`config.mk`:
```
export PLATFORM = sky130hd
export DESIGN_NAME = traceback_engine
export DESIGN_NICKNAME = d
export VERILOG_FILES = /design/src/rtl/design_variables.sv /design/src/rtl/tb_step.sv /design/src/rtl/traceback_engine.sv
export SDC_FILE = /design/constraint.sdc
export NUM_CORES = 1
export LEC_CHECK = 0
export BUFFER_PORTS_ARGS = -buffer_cell sky130_fd_sc_hd__buf_2
export CAP_MARGIN = 20
export CORE_MARGIN = 1
export CORE_UTILIZATION = 45
export DETAILED_ROUTE_END_ITERATION = 8
export PLACE_DENSITY = 0.74
export SETUP_SLACK_MARGIN = 0.5
export SLEW_MARGIN = 15
export SYNTH_ARGS = -nofsm -noshare
export SYNTH_HDL_FRONTEND = slang
export SYNTH_SLANG_ARGS = --single-unit
export TNS_END_PERCENT = 1
```
`constraint.sdc`:
```
create_clock -name clk -period 2.1 [get_ports clk]
set_input_delay 0.105 -clock clk [delete_from_list [all_inputs] [get_ports clk]]
set_output_delay 0.105 -clock clk [all_outputs]
set_load 0.01 [all_outputs]
```
`src/rtl/design_variables.sv`:
```
// Shared traceback encodings and FSM state type; source codes match the PE/max-cell encoding.
// TRACEBACK_ERR_CHECK_EN (optional) makes source 2'b11 a reportable error instead of a diagonal move.
package design_variables;

    localparam int SOURCE_WIDTH = 2;

    localparam logic [SOURCE_WIDTH-1:0] SRC_DIAG    = 2'b00;
    localparam logic [SOURCE_WIDTH-1:0] SRC_TOP     = 2'b01;
    localparam logic [SOURCE_WIDTH-1:0] SRC_LEFT    = 2'b10;
    localparam logic [SOURCE_WIDTH-1:0] SRC_INVALID = 2'b11;

    typedef enum logic [2:0] {
        IDLE = 3'd0,
        READ = 3'd1,
        WAIT = 3'd2,
        EMIT = 3'd3,
        DONE = 3'd4
    } tb_state_e;

endpackage

```
`src/rtl/tb_step.sv`:
```
// Next traceback cell from the current cell and its source direction, plus matrix-exit flag.
// Latency: combinational. Backpressure: none (pure function).
// Flow control: n/a.
module tb_step
    import design_variables::*;
#(
    parameter int ROW_W = 5,
    parameter int COL_W = 5
) (
    input  logic [ROW_W-1:0]        row,
    input  logic [COL_W-1:0]        col,
    input  logic [SOURCE_WIDTH-1:0] dir,
    output logic [ROW_W-1:0]        nxt_row,
    output logic [COL_W-1:0]        nxt_col,
    output logic                    oob
);

    always_comb begin
        nxt_row = row;
        nxt_col = col;
        oob     = 1'b0;
        case (dir)
            SRC_TOP: begin
                nxt_row = row - ROW_W'(1);
                oob     = (row == '0);
            end
            SRC_LEFT: begin
                nxt_col = col - COL_W'(1);
                oob     = (col == '0);
            end
            // SRC_DIAG, and 2'b11 whenever it reaches here, moves diagonally
            default: begin
                nxt_row = row - ROW_W'(1);
                nxt_col = col - COL_W'(1);
                oob     = (row == '0) || (col == '0);
            end
        endcase
    end

endmodule

```
`src/rtl/traceback_engine.sv`:
```
// Walks the traceback memory from the max-score cell, streaming one path step per accepted handshake.
// Latency: 3 cycles per step minimum (READ, WAIT, EMIT); out_valid holds with stable data while out_ready is low.
// Optional macro TRACEBACK_ERR_CHECK_EN: source 2'b11 ends the walk with err set.
module traceback_engine
    import design_variables::*;
#(
    parameter int N_QUERY = 32,
    parameter int N_DB    = 32,
    parameter int ROW_W   = $clog2(N_QUERY),
    parameter int COL_W   = $clog2(N_DB)
) (
    input  logic                     clk,
    input  logic                     rst_n,
    input  logic                     start,
    input  logic [ROW_W-1:0]         start_row,
    input  logic [COL_W-1:0]         start_col,
    output logic                     rd_en,
    output logic [ROW_W-1:0]         rd_row,
    output logic [COL_W-1:0]         rd_col,
    input  logic [SOURCE_WIDTH-1:0]  rd_source,
    input  logic                     rd_zero,
    output logic                     out_valid,
    input  logic                     out_ready,
    output logic [SOURCE_WIDTH-1:0]  out_dir,
    output logic [ROW_W-1:0]         out_row,
    output logic [COL_W-1:0]         out_col,
    output logic                     busy,
    output logic                     done,
    output logic [ROW_W+COL_W:0]     path_len,
    output logic                     err
);

    localparam int LEN_W = ROW_W + COL_W + 1;

    tb_state_e               state;
    logic [ROW_W-1:0]        cur_row;
    logic [COL_W-1:0]        cur_col;
    logic [SOURCE_WIDTH-1:0] dir_q;
    logic [LEN_W-1:0]        len_q;
    logic [ROW_W-1:0]        nxt_row;
    logic [COL_W-1:0]        nxt_col;
    logic                    nxt_oob;

    tb_step #(
        .ROW_W (ROW_W),
        .COL_W (COL_W)
    ) u_step (
        .row     (cur_row),
        .col     (cur_col),
        .dir     (dir_q),
        .nxt_row (nxt_row),
        .nxt_col (nxt_col),
        .oob     (nxt_oob)
    );

`ifdef TRACEBACK_ERR_CHECK_EN
    logic err_q;

    always_ff @(posedge clk or negedge rst_n) begin
        if (!rst_n) begin
            err_q <= 1'b0;
        end else if (state == IDLE && start) begin
            err_q <= 1'b0;
        end else if (state == WAIT && !rd_zero && rd_source == SRC_INVALID) begin
            err_q <= 1'b1;
        end
    end

    assign err = err_q;
`else
    assign err = 1'b0;
`endif

    always_ff @(posedge clk or negedge rst_n) begin
        if (!rst_n) begin
            state   <= IDLE;
            cur_row <= '0;
            cur_col <= '0;
            dir_q   <= SRC_DIAG;
            len_q   <= '0;
        end else begin
            case (state)
                IDLE: begin
                    if (start) begin
                        cur_row <= start_row;
                        cur_col <= start_col;
                        len_q   <= '0;
                        state   <= READ;
                    end
                end
                READ: state <= WAIT;
                WAIT: begin
                    if (rd_zero) begin
                        state <= DONE;
`ifdef TRACEBACK_ERR_CHECK_EN
                    end else if (rd_source == SRC_INVALID) begin
                        state <= DONE;
                    end else begin
                        dir_q <= rd_source;
                        state <= EMIT;
                    end
`else
                    end else begin
                        dir_q <= (rd_source == SRC_INVALID) ? SRC_DIAG : rd_source;
                        state <= EMIT;
                    end
`endif
                end
                EMIT: begin
                    if (out_ready) begin
                        len_q <= len_q + LEN_W'(1);
                        if (nxt_oob) begin
                            state <= DONE;
                        end else begin
                            cur_row <= nxt_row;
                            cur_col <= nxt_col;
                            state   <= READ;
                        end
                    end
                end
                DONE:    state <= IDLE;
                default: state <= IDLE;
            endcase
        end
    end

    // Read address is gated so the memory port idles at zero outside READ
    assign rd_en     = (state == READ);
    assign rd_row    = rd_en ? cur_row : '0;
    assign rd_col    = rd_en ? cur_col : '0;
    assign out_valid = (state == EMIT);
    assign out_dir   = dir_q;
    assign out_row   = cur_row;
    assign out_col   = cur_col;
    assign busy      = (state != IDLE);
    assign done      = (state == DONE);
    assign path_len  = len_q;

endmodule

```
==> results.cfg <==
[place]
port-buffer-count = 53
dp_cells = 279
place_congestion = 0.8884
dp_slack_ns = 0.1222
dp_hpwl_mm = 3.112

[sta]
slew_viol_final = 0
maxSlewHeadroom_pct = 60.75
setup_tns_ns = 0
finalCritPeriodShare_pct = 87.86
setup_slack_ns = 0.2548
max_freq_ghz = 0.5420
hold_viol_final = 0
clock_skew_ns = 0.007666
min_period_ns = 1.845
rsz0062_at_grt = yes
tightestPinTransition_ns = 0.5888
setup_violations = 0

[run_status]
status = complete, no violations

[logic_synthesis]
synth_fp_nets = 201
synth_top_area_share_pct = 38.98
yosys.area.top_type = dfrtp_1
avgSynthCellArea_um2 = 9.430
synthCells = 177
ys_top_cells_by_area = dfrtp_1, ha_1, and2_1
synth_seq_cells = 26
synthArstFlopShare_pct = 100.0
synth-edff-count = 0
synth_flop_cell = dfrtp_1
yosys_warnings = 0
syn-cell-area_um2 = 1669
synth.distinct_cells = 54
seq_area_frac_synth_pct = 38.98

[worst_setup_path]
worst_setup_path_end_kind = flop
cp.required_ns = 2.26
r2r-end = out_row[4]$_DFFE_PN0P_
rrSetupSlack_ns = 0.25
timing.rr.start = out_dir[0]$_DFFE_PN0P_
critPathKind = reg2reg
cp-start-kind = flop
worstPathMaxFanout = 5
r2r_cells = 6
arrival_ns = 2.00

[layout]
layout_common_cells = buf_2, dfrtp_1, buf_4
area_growth_pct = 33.21
antenna_cells = 0
final_common_cell = buf_2
nets = 270
regArea_um2 = 651.9
drive_gt1_share_pct = 36.73
final_cells = 291
multi_input_area_um2 = 991.0
final_util_pct = 64.59
nFillCells = 294

[flow_run]
cap_violations = 0

[clock_tree]
clk_latency_ns = 0.27
cts_root_buf = clkbuf_8
htreeDepth = 1
cts_tree = yes
clkTransAtPathRegs_ns = 0.09
cts_sinks = 26
tritoncts.num_buffers = 3
cts_max_path_buffers = 2

[floorplan]
ios = 55
die_w_um = 62.90
die_area_um2 = 3956
rows = 21
initial_utilization_pct = 48.49
core_um2 = 3442
dieHeight_um = 62.90

[pwr]
p_comb_share_pct = 55.0
leakage_uw = 0.001063
p_int_uw = 1638
p_sw_share_pct = 43.28
p_switching_uw = 1250
clkPwrFrac_pct = 14.3
power_density_nw_per_um2 = 1299
seqPwrFrac_pct = 30.7
ir_worst_vdd_mv = 0.5253

[detailed_routing]
avgRoutedWirePerCell_um = 14.94
avgViaCountPerCell = 5.694
drc_errors = 0
drtPass1Iterations = 5
drt_iter0_markers = 146
ant_nets = 0
wl_mm = 4.348
vias = 1657

[global_routing]
grt_max_degree = 27
gr-usage-all-layers_pct = 22.95
grt_pass1_wl_mm = 7.245
antenna_found_initial = 0
grt-ovfl-total = 0
grt_pass1_vias = 1524

[worst_hold_path]
hp-start = start_col[4]
worstHoldPathType = in2reg
worstHoldEndpoint = out_col[4]$_DFFE_PN0P_
timing.hold.worst_path_depth = 3
[metrics by stage]
| step | hold WS [ns] | power, uW | cell area (um^2) |
|---|---|---|---|
| finish | 0.06919 | 2888 | 2223 |
| global route | 0.07882 | 3093 | 2223 |
| CTS | 0.06752 | 2862 | 2216 |
| detailed placement | 0.1374 | 2295 | 2044 |
| global placement | 0.1442 | 2255 | 2044 |
| floorplan | -0.1906 | 1755 | 1689 |
[flip-flops by register name, summed over array words and instances, names as in the netlist]
register,flops
path_len,11
out_row,5
out_col,5
state,3
out_dir,2
[cell usage after synthesis, types with 3 or more instances]
| cell | instances |
|---|---|
| o21ai_0 | 7 |
| ha_1 | 7 |
| xor2_1 | 5 |
| dfrtp_1 | 26 |
| inv_1 | 8 |
| and2_1 | 12 |
| a21oi_1 | 7 |
| a311oi_1 | 4 |
| nor3_1 | 4 |
| o22ai_1 | 5 |
| clkbuf_1 | 5 |
| buf_6 | 3 |
| nand2_1 | 10 |
| o2111ai_1 | 3 |
| nand3_1 | 4 |
| nor2_1 | 13 |
| nand3b_1 | 4 |
[final cells by class]
type	instances	share of cell area (%)
Sequential cell	26	29.32
Clock inverter	1	1.351
Clock buffer	3	1.857
Timing Repair Buffer	73	18.80
Inverter	9	1.519
Tap cell	46	2.589
Multi-Input combinational cell	133	44.57
[power groups by stage]
stage | logic (uW) | registers [uW] | clock network, uW
finish | 1590 | 885 | 413
global route | 1730 | 919 | 446
CTS | 1560 | 880 | 421
detailed placement | 1410 | 884 | 0
global placement | 1380 | 872 | 0
floorplan | 881 | 874 | 0
[logic make-up after synthesis]
logic type,Yosys count,share of synthesized area (%)
adder cells (fa/ha/maj),7,5.247
buffers and inverters,19,5.922
flip-flops,26,38.98
other,1,0.2247
XOR/XNOR,5,2.624
AND/OR/NAND/NOR,70,25.86
AO/OA/AOI/OAI,49,21.14
[layer usage]
layer  part of all wire, %  up-vias  global-route usage, %
met5                     0        -                      0
met3                   6.0        8                  3.102
met1                    45      774                  32.06
met4                   1.9        0                  8.140
li1                      -      801                      -
met2                    47       74                  36.02
[worst max-delay path, stage by stage, from the launching register on]
cell and delay [ns]:
dfrtp_1 0.41, inv_2 0.09, ha_4 0.22, or2_4 0.27, a221oi_4 0.37, nand3_1 0.12
a32o_1 0.26
[worst max-delay path by stage]
stage	start	to	slack, ns	depth (start not counted)
2_1_floorplan	out_dir[0]$_DFFE_PN0P_	out_col[4]$_DFFE_PN0P_	0.20	6
4_1_cts	out_dir[0]$_DFFE_PN0P_	out_col[4]$_DFFE_PN0P_	0.24	6
5_1_grt	out_dir[0]$_DFFE_PN0P_	out_row[4]$_DFFE_PN0P_	0.16	6
6_report	out_dir[0]$_DFFE_PN0P_	out_row[4]$_DFFE_PN0P_	0.25	6
3_5_place_dp	out_dir[0]$_DFFE_PN0P_	out_row[4]$_DFFE_PN0P_	0.12	6
3_3_place_gp	out_dir[0]$_DFFE_PN0P_	out_col[4]$_DFFE_PN0P_	0.21	6
[repair_timing]
item	in CTS	in global routing
gates resized for setup	6	2
setup buffers	6	0
cloned	1	0
pin swaps	5	1
setup endpoints to repair	31	32
hold buffers	1	0
endpoints found under the hold margin	26	0
No activity file was read; power rests on OpenSTA's default activity.
